`config.mk`:
```
export PLATFORM = sky130hd
export DESIGN_NAME = cond_exec_unit
export DESIGN_NICKNAME = d
export VERILOG_FILES = /design/src/rtl/cond_exec_unit.sv
export SDC_FILE = /design/constraint.sdc
export NUM_CORES = 1
export LEC_CHECK = 0
export ABC_AREA = 1
export BUFFER_PORTS_ARGS = -buffer_cell sky130_fd_sc_hd__buf_4
export CORE_AREA = 2 2 81 83
export CTS_BUF_LIST = sky130_fd_sc_hd__clkbuf_16
export CTS_CLUSTER_DIAMETER = 60
export DETAILED_ROUTE_END_ITERATION = 8
export DIE_AREA = 0 0 83 85
export PLACE_DENSITY = 0.78
export SYNTH_ARGS = -nofsm -noshare
export SYNTH_HDL_FRONTEND = slang
export SYNTH_SLANG_ARGS = --single-unit
```
`constraint.sdc`:
```
create_clock -name CLK -period 5.3 [get_ports CLK]
set_input_delay 1.06 -clock CLK [delete_from_list [all_inputs] [get_ports CLK]]
set_output_delay 1.06 -clock CLK [all_outputs]
set_load 0.02 [all_outputs]
```
`src/rtl/cond_exec_unit.sv`:
```
// ARM conditional-execution unit: NZCV flag register, condition evaluation,
// pipeline-qualified write gating, saved-flags stack and saturating perf counters.
module cond_exec_unit #(
  parameter int unsigned FLAG_STACK_DEPTH = 4,
  parameter int unsigned PERF_CNT_W       = 16
) (
  input  logic                  CLK,
  input  logic                  Reset,
  input  logic                  Valid,
  input  logic                  Stall,
  input  logic                  Flush,
  input  logic [3:0]            Cond,
  input  logic [3:0]            ALUFlags,
  input  logic [1:0]            FlagW,
  input  logic                  PCS,
  input  logic                  RegW,
  input  logic                  MemW,
  input  logic                  NoWrite,
  input  logic                  FlagPush,
  input  logic                  FlagPop,
  output logic                  PCSrc,
  output logic                  RegWrite,
  output logic                  MemWrite,
  output logic                  CondEx,
  output logic [3:0]            Flags,
  output logic                  StackEmpty,
  output logic                  StackFull,
  output logic                  StackErr,
  output logic [PERF_CNT_W-1:0] ExecCount,
  output logic [PERF_CNT_W-1:0] SkipCount
);

  typedef enum logic [3:0] {
    EQ, NE, CS, CC, MI, PL, VS, VC, HI, LS, GE, LT, GT, LE, AL, NV
  } cond_e;

  localparam int unsigned SP_W  = $clog2(FLAG_STACK_DEPTH + 1);
  localparam int unsigned IDX_W = (FLAG_STACK_DEPTH > 1) ? $clog2(FLAG_STACK_DEPTH) : 1;
  localparam logic [PERF_CNT_W-1:0] CNT_MAX = '1;

  logic [3:0]      flags_q;
  logic [SP_W-1:0] sp;
  logic [SP_W-1:0] sp_dec;
  logic [3:0]      stack [2**IDX_W];
  cond_e           cond;
  logic            n, z, c, v;
  logic            live, go;
  logic            push_ok, pop_ok, stack_fault;

  assign cond = cond_e'(Cond);
  assign {n, z, c, v} = flags_q;

  always_comb begin
    CondEx = 1'b0;
    case (cond)
      EQ: CondEx = z;
      NE: CondEx = !z;
      CS: CondEx = c;
      CC: CondEx = !c;
      MI: CondEx = n;
      PL: CondEx = !n;
      VS: CondEx = v;
      VC: CondEx = !v;
      HI: CondEx = c & !z;
      LS: CondEx = !c | z;
      GE: CondEx = (n == v);
      LT: CondEx = (n != v);
      GT: CondEx = !z & (n == v);
      LE: CondEx = z | (n != v);
      AL: CondEx = 1'b1;
      NV: CondEx = 1'b0;
    endcase
  end

  assign live     = Valid & !Stall & !Flush;
  assign go       = live & CondEx;
  assign PCSrc    = go & PCS;
  assign RegWrite = go & RegW & !NoWrite;
  assign MemWrite = go & MemW;

  assign Flags      = flags_q;
  assign StackEmpty = (sp == '0);
  assign StackFull  = (sp == SP_W'(FLAG_STACK_DEPTH));
  assign sp_dec     = sp - 1'b1;

  assign push_ok     = FlagPush & !FlagPop & !StackFull;
  assign pop_ok      = FlagPop & !FlagPush & !StackEmpty;
  assign stack_fault = (FlagPush | FlagPop) & !push_ok & !pop_ok;

  // A faulting stack request freezes Flags entirely, including any flag write.
  always_ff @(posedge CLK) begin
    if (Reset) begin
      flags_q  <= '0;
      sp       <= '0;
      StackErr <= 1'b0;
    end else if (!Stall) begin
      if (stack_fault) begin
        StackErr <= 1'b1;
      end else if (pop_ok) begin
        flags_q <= stack[sp_dec[IDX_W-1:0]];
        sp      <= sp_dec;
      end else if (go) begin
        if (FlagW[1]) flags_q[3:2] <= ALUFlags[3:2];
        if (FlagW[0]) flags_q[1:0] <= ALUFlags[1:0];
      end
      if (push_ok) begin
        stack[sp[IDX_W-1:0]] <= flags_q;
        sp                   <= sp + 1'b1;
      end
    end
  end

  always_ff @(posedge CLK) begin
    if (Reset) begin
      ExecCount <= '0;
      SkipCount <= '0;
    end else if (live) begin
      if (CondEx) begin
        if (ExecCount != CNT_MAX) ExecCount <= ExecCount + 1'b1;
      end else begin
        if (SkipCount != CNT_MAX) SkipCount <= SkipCount + 1'b1;
      end
    end
  end

endmodule

```
* Word-level counts from Yosys, hierarchy flattened
Memory sizes are Yosys's and may differ from the RTL's. Index checks and enable logic that the tools add are counted.
Word-level totals: logic and storage cells 90, memory bits (writable) 16, register bits 40, memories kept 1
Operators by class: reduce and logical (&&, ||, !) cells 25, equal/unequal tests 21, bitwise operators 21, add/subtract/negate cells 4, muxes and demuxes 12
Memory list:
- stack | words 4, width 4, rd ports 1, clocked after Yosys merged registers in 0, write ports 1, RTL line 44 | logic [3:0] stack [2**IDX_W];
Operator list (count):
- $add A16 B1 Y16 const B | 2
- $eq A4 B4 Y1 const B | 8
- $ne A16 B16 Y1 const B | 2
- $eq A4 B3 Y1 const B | 4
- $pmux W1 S16 | 1
- $and A1 B1 Y1 | 15
- $logic_not A1 Y1 | 13
- $mux W3 | 3
- $reduce_and A3 Y1 | 3
- $eq A4 B2 Y1 const B | 2
- $mux W4 | 2
- $reduce_and A4 Y1 | 2
- $reduce_bool A2 Y1 | 4
- $eq A4 B1 Y1 const B | 1
- $logic_not A4 Y1 | 1
- $mux W1 | 4
- $mux W2 | 2
- $add A3 B1 Y3 const B | 1
- $eq A3 B3 Y1 const B | 1
- $logic_not A3 Y1 | 1
- $not A1 Y1 | 3
- $or A1 B1 Y1 | 3
- $sub A3 B1 Y3 const B | 1
- $ne A2 B2 Y1 const B | 1
- 3 further kinds | 3

* Logic depth before layout (Yosys ltp)
Gate-level depths: netlist of the first run.
word-level depth 8, depth in mapped cells 16, mapped depth without buffers 15

* Worst setup path after synthesis of the first run
OpenSTA, ideal clock, no wires.
path kind input port to output port, from input port Cond[1], to output port RegWrite, slack 2.185 ns, arrival time 2.055 ns, required time 4.240 ns, stages on the path 11, path through nor3_2 -> nand2_1 -> nand2_1 -> nand2_1 -> nand3_2 -> nand2_2 -> nand2_4 -> nand3_4 -> inv_4 -> nand2_1 -> nor2_1
Between the ends: cells in the longest elaborated chain, start to end 5, elaborated cells between the ends (all ways) 20, classes of those cells eq/ne: 15; mux: 1; bitwise: 3; reduce/logical: 1
Ends and longest elaborated chain:
- start: declaration | RTL line 12 | input logic [3:0] Cond,
- $eq A4 B4 Y1 (tied with other cells) | RTL line 55 | case (cond)
- $pmux W1 S16 (*) | RTL line 55
- $and A1 B1 Y1 (*) | RTL line 76 | assign go = live & CondEx;
- $and A1 B1 Y1 (*) (2 in series) | RTL line 78 | assign RegWrite = go & RegW & !NoWrite;
- end: declaration | RTL line 22 | output logic RegWrite,
Every way passes the cells marked *; elsewhere a longest branch is shown, timed or not.

* Worst setup path in the final report of the first run
Same ends and word-level chain as after synthesis.

==> results.json, run 1 <==
{
  "firstDrtPassIters": 4,
  "finalSetupViolations": 0,
  "worst_ep_arrival_time_ps": 2310,
  "synthArstFlopShare_pct": 0,
  "placedCellCount": 576,
  "mostFrequentLayoutCell": "nand2_1",
  "number_of_placement_rows": 29,
  "power_per_cell_area_nw_per_um2": 234,
  "synth_top_cell_area_share_pct": 24.1,
  "syn_inst": 447,
  "gpl.final_weighted_congestion": 0.865,
  "leading_cell_types_by_total_area_after_synthesis": "dfxtp_1 24%, edfxtp_1 14%, nand2_1 13%, inv_1 6.3%, nor2_1 5.0%",
  "timing.critical_path.fanout_max": 8,
  "synth-edff-count": 16,
  "worst_setup_path_start_kind": "input port",
  "grt_util_all_layers_pct": 21.5,
  "max-slew-margin-rel_pct": 63.4,
  "globalRouteOverflowTotal": 0,
  "clkSinkCount": 56,
  "grt_start_max_net_pins": 29,
  "cts.reportedPaths.clkPinSlew_ps": 70,
  "final_layout_size_suffix_gt1_share_pct": 24.1,
  "number_of_remaining_drc_errors": 0,
  "post-synth-top-area-cell": "dfxtp_1",
  "h_tree_level_count": 2,
  "worstSetupEndpoint": "RegWrite",
  "post_synthesis_instance_area_um2": 3320,
  "boundaryPins": 64,
  "core_area_um2": 6200,
  "initial_antenna_violation_count": 0,
  "cap_violations": 0,
  "seq_area_frac_synth_pct": 38.6,
  "cts_tree": "done",
  "clk_path_buf_depth": 2,
  "n_antenna_cell": 0,
  "outcome": "completed",
  "worst_slew_pin_tran_ps": 545,
  "worst_skew_pair.late_latency_ps": 290,
  "area.growth.synth_to_final_pct": 20.3,
  "final.fill_count": 555,
  "final.setup.tns_ps": 0,
  "post_cts.repair.setup_buffers": 0,
  "synthesis.area_per_instance_um2": 7.42,
  "final_nets": 535,
  "buffer_ports.inserted": 63,
  "path_class": "in2out",
  "first_iter_violations": 137,
  "floorplan_die_height_um": 85,
  "finalWirelength_mm": 7.57,
  "syn_nets": 476,
  "yosys_register_bits": 56,
  "timing_max_transition_violations_final": 0,
  "cts_resized": 0,
  "dieArea_um2": 7060,
  "layout_min_cycle_time_ps": 3370,
  "worstRegToRegCells": 11,
  "required_time_at_the_endpoint_of_the_critical_path_ps": 4240,
  "drt-vias-per-instance": 5.17,
  "max_clock_freq_mhz": 296,
  "post_drt_wl_per_cell_um": 13.0,
  "cts.hold.buffers_added": 0,
  "setup.worst_path.start": "Cond[1]",
  "finalNonFillerCells": 584,
  "initial_utilization_pct": 53.5,
  "clk_root_buffer_cell": "clkbuf_16",
  "cellLeakagePower_nw": 1.63,
  "grt_pass1_wl_mm": 12.7,
  "timing_hold_violations_final": 0,
  "hpwlAfterDp_mm": 5.59,
  "min_period_over_period_pct": 63.7,
  "unrepaired_setup_endpoints_after_global_routing": "false",
  "min-delay-path-class": "reg2reg",
  "vdd_drop_max_mv": 0.162,
  "via_count": 3020,
  "crit-reg2reg-launch": "sp[0]",
  "netlist-cell-type-count": 38,
  "grt_pass1_vias": 2847,
  "die_w_um": 83,
  "timing.critical_path.to_type": "primary output",
  "timing.reg2reg.setup_slack_ps": 2560,
  "antenna_violating_nets_post_route": 0,
  "final_cell_mix": "113 x nand2_1, 63 x buf_4, 56 x inv_1",
  "ys_dominant_reg_cell": "dfxtp_1",
  "clock_skew_ps": 6.44,
  "design_power_total_mw": 0.935,
  "warnings_synthesis": 0,
  "cts-buffers-inserted": 5,
  "timing.rr.end": "Flags[1]"
}
[area by class of cell]
cell class | instances | area, um^2 | area share (%)
clock buffers | 5 | 125 | 3.14
clock inverters | 3 | 47.5 | 1.19
inverters | 62 | 243 | 6.09
multi-input cells | 318 | 1720 | 43.2
flip-flops and latches | 56 | 1280 | 32.1
well taps | 77 | 96.3 | 2.42
repair buffers | 63 | 473 | 11.9
[layer usage]
| layer | up-vias | part of all wire (%) | global-route usage (%) | wire length [um] |
|---|---|---|---|---|
| met5 | - | 0 | 0 | 0 |
| met2 | 75 | 49 | 38.1 | 3680 |
| li1 | 1550 | - | - | - |
| met4 | 0 | 1.7 | 6.11 | 126 |
| met1 | 1385 | 45 | 27.3 | 3400 |
| met3 | 10 | 4.8 | 3.40 | 363 |
[worst max-delay path, cell delays in order]
cell and delay (ps):
buf_4 140, nor3_2 220, nand2_1 90, nand2_1 60, nand2_1 60, nand3_2 80
nand2_2 70, nand2_4 70, nand3_4 90, inv_4 100, nand2_1 50, nor2_1 80
buf_4 150
[where the power goes]
group | total, mW | switching (mW) | internal, mW | leakage (nW)
clock | 0.379 | 0.154 | 0.225 | 0.0840
combinational | 0.106 | 0.0660 | 0.0402 | 1.08
sequential | 0.450 | 0.00688 | 0.443 | 0.472
[state kept, by name (all words and copies together) (netlist names)]
register   flops
ExecCount     16
Flags          4
SkipCount     16
StackErr       1
sp             3
stack         16
[per-stage QoR]
stage | util, % | cell area, um^2 | hold WS (ps) | setup slack [ps]
6_report | 64.3 | 3990 | 476 | 1930
5_1_grt | 64.3 | 3990 | 508 | 1820
4_1_cts | 64.3 | 3990 | 483 | 1920
3_5_place_dp | 61.5 | 3820 | 464 | 1930
3_3_place_gp | 61.5 | 3820 | 457 | 2040
2_1_floorplan | - | 3320 | 467 | 2190
[cell families after synthesis]
family,Yosys count,share of synthesized area [%]
simple gates,229,31.4
buf+inv,73,9.43
compound gates,61,12.2
flops,56,38.6
xor+xnor,20,5.28
fa+ha+maj,8,3.02
[cells in the mapped netlist, drive strengths merged (4+ instances only)]
cell,count
a21oi,36
nand2,136
clkbuf,6
dfxtp,40
xnor2,6
nor2,44
nand4,6
ha,8
inv,60
o21ai,16
nor3,16
nand3,21
edfxtp,16
nor4,4
a32o,4
buf,5
xor2,14
[how the worst min path moves through the flow]
stage	start	end	slack [ps]	cells after the start
floorplan	sp[2]	sp[2]	470	2
global placement	StackErr	StackErr	460	1
detailed placement	StackErr	StackErr	460	1
CTS	StackErr	StackErr	480	1
global route	StackErr	StackErr	510	1
finish	StackErr	StackErr	480	1
(Power assumes the default switching activity.)
==> run 2, diff against run 1 <==
--- a/config.mk
+++ b/config.mk
@@ -7,12 +7,12 @@
 export LEC_CHECK = 0
 export ABC_AREA = 1
 export BUFFER_PORTS_ARGS = -buffer_cell sky130_fd_sc_hd__buf_4
-export CORE_AREA = 2 2 81 83
+export CORE_AREA = 2 2 85 87
 export CTS_BUF_LIST = sky130_fd_sc_hd__clkbuf_16
 export CTS_CLUSTER_DIAMETER = 60
 export DETAILED_ROUTE_END_ITERATION = 8
-export DIE_AREA = 0 0 83 85
-export PLACE_DENSITY = 0.78
+export DIE_AREA = 0 0 87 89
+export PLACE_DENSITY = 0.75
 export SYNTH_ARGS = -nofsm -noshare
 export SYNTH_HDL_FRONTEND = slang
 export SYNTH_SLANG_ARGS = --single-unit
==> constraint.sdc (replaced) <==
create_clock -name CLK -period 3.09 [get_ports CLK]
set_input_delay 0.618 -clock CLK [delete_from_list [all_inputs] [get_ports CLK]]
set_output_delay 0.618 -clock CLK [all_outputs]
set_load 0.02 [all_outputs]
==> results.json, run 2 (synthesis gave the netlist of run 1 again) <==
{
  "antenna_violating_nets_post_route": 0,
  "timing_max_transition_violations_final": 0,
  "core_area_um2": 6720,
  "switching_power_mw": 0.396,
  "cts.hold.buffers_added": 0,
  "cts.reportedPaths.clkPinSlew_ps": 80,
  "max-slew-margin-rel_pct": 60.6,
  "p_clk_share_pct": 37.8,
  "netSwitchingFraction_pct": 25.8,
  "grt_pass1_vias": 2835,
  "finalSetupViolations": 0,
  "p_seq_share_pct": 50.3,
  "first_iter_violations": 125,
  "buffer_ports.inserted": 63,
  "cts-buffers-inserted": 5,
  "gpl.final_weighted_congestion": 0.862,
  "final.setup.tns_ps": 0,
  "path_buf_inv": 3,
  "vdd_drop_max_mv": 0.219,
  "unrepaired_setup_endpoints_after_global_routing": "false",
  "via_count": 3055,
  "routed-wl-met3_um": 316,
  "cellLeakagePower_nw": 1.63,
  "worst_ep_arrival_time_ps": 2020,
  "die_w_um": 87,
  "cp_cell_sequence": "inv_1 > nand2_1 > nand2_1 > o21ai_1 > nand2_1 > nand3_2 > nand2_2 > nand2_4 > nand3_4 > inv_4 > nand2_1 > nor2_1 > buf_4",
  "layout_min_cycle_time_ps": 2640,
  "number_of_remaining_drc_errors": 0,
  "timing_hold_violations_final": 0,
  "detailed_routing_wirelength_on_met1_mm": 3.45,
  "clock_skew_ps": 5.94,
  "post_cts.repair.setup_buffers": 0,
  "final_cell_mix": "113 x nand2_1, 65 x buf_4, 56 x inv_1",
  "clkSinkCount": 56,
  "met2_length_mm": 3.85,
  "min_period_over_period_pct": 85.4,
  "cts_tree": "done",
  "final_area_um2": 3990,
  "timing.rr.end": "stack[1][2]",
  "cellInternalPower_mw": 1.14,
  "grt_start_max_net_pins": 29,
  "timing.critical_path.fanout_max": 8,
  "required_time_at_the_endpoint_of_the_critical_path_ps": 2470,
  "min-delay-path-class": "reg2reg",
  "finalHoldWorstSlack_ps": 471,
  "globalRouteOverflowTotal": 0,
  "hpwlAfterDp_mm": 5.76,
  "final_layout_size_suffix_gt1_share_pct": 24.4,
  "timing.reg2reg.setup_slack_ps": 590,
  "critPathMostFrequentCell": "nand2_1",
  "post_drt_wl_per_cell_um": 13.0,
  "area.growth.synth_to_final_pct": 20.2,
  "mostFrequentLayoutCell": "nand2_1",
  "clk_path_buf_depth": 2,
  "grt_util_all_layers_pct": 20.3,
  "initial_antenna_violation_count": 0,
  "finalCoreUtilization_pct": 59.3,
  "cts_resized": 0,
  "crit-reg2reg-launch": "sp[0]",
  "design_power_total_mw": 1.54,
  "hold_path_startpoint": "StackErr",
  "max_clock_freq_mhz": 379,
  "final_nets": 537,
  "number_of_placement_rows": 30,
  "worstHoldEndpoint": "StackErr",
  "highest-signal-layer": "met4",
  "hold-path-cell-count": 1,
  "outcome": "completed",
  "worst_slew_pin_tran_ps": 586,
  "grt_pass1_wl_mm": 12.7,
  "worstRegToRegCells": 6,
  "firstDrtPassIters": 5,
  "clk_root_buffer_cell": "clkbuf_16",
  "share_comb_of_total_power_pct": 11.9,
  "timing.critical_path.to_type": "primary output",
  "power_per_cell_area_nw_per_um2": 385,
  "n_antenna_cell": 0,
  "cap_violations": 0,
  "cp_slowest_stage_delay_ps": 490,
  "finalWirelength_mm": 7.64,
  "initial_utilization_pct": 49.4,
  "worst_path_max_delay_cell": "dfxtp_1",
  "detailed_place.area_um2": 3830,
  "worst_setup_path_start_kind": "flip-flop",
  "dieArea_um2": 7740,
  "h_tree_level_count": 2,
  "floorplan_die_height_um": 89,
  "boundaryPins": 64,
  "drt-vias-per-instance": 5.19,
  "dominant_delay_contributor_by_cell_family_on_the_critical_path": "simple AND/OR/NAND/NOR gates",
  "worst_skew_pair.late_latency_ps": 290,
  "path_class": "reg2out"
}
-- run 2: how the worst max path moves through the flow --
stage,end,from,cells past startpoint,slack [ps]
floorplan,stack[0][0],sp[0],8,580
global placement,stack[3][3],sp[0],6,660
detailed placement,stack[1][2],sp[0],6,580
CTS,RegWrite,Flags[0],13,400
global route,RegWrite,Flags[0],13,210
finish,RegWrite,Flags[0],13,450
-- run 2: power groups by stage --
stage                     clock, mW  sequential [mW]  combinational, mW
after CTS                     0.592            0.772              0.184
after detailed placement          0            0.789              0.183
after global placement            0            0.788              0.180
final                         0.581            0.772              0.183
after global routing          0.629            0.773              0.203
after floorplan                   0            0.789              0.121
-- run 2: metrics by stage --
step,cells,worst slack [ps]
detailed placement,581,580
global route,589,214
CTS,589,401
finish,589,450
floorplan,447,576
global placement,581,657
-- run 2: area by class of cell --
cell class	instances	area, um^2
multi-input cells	318	1720
well taps	80	100
repair buffers	65	488
clock buffers	5	125
flip-flops and latches	56	1280
clock inverters	3	27.5
fillers	624	2730
inverters	62	243
-- run 2: worst reg2reg max path, cell delays in order, from the launching register on --
cell and delay [ps]:
dfxtp_1 560, inv_1 120, ha_1 260, ha_1 210, nor3_1 430, nand3_1 240
nor2_1 360
-- run 2: metal layers --
metal | vias up | track usage, %
met3 | 2 | 3.69
li1 | 1553 | -
met4 | 0 | 5.11
met5 | - | 0
met1 | 1440 | 26.2
met2 | 60 | 35.1
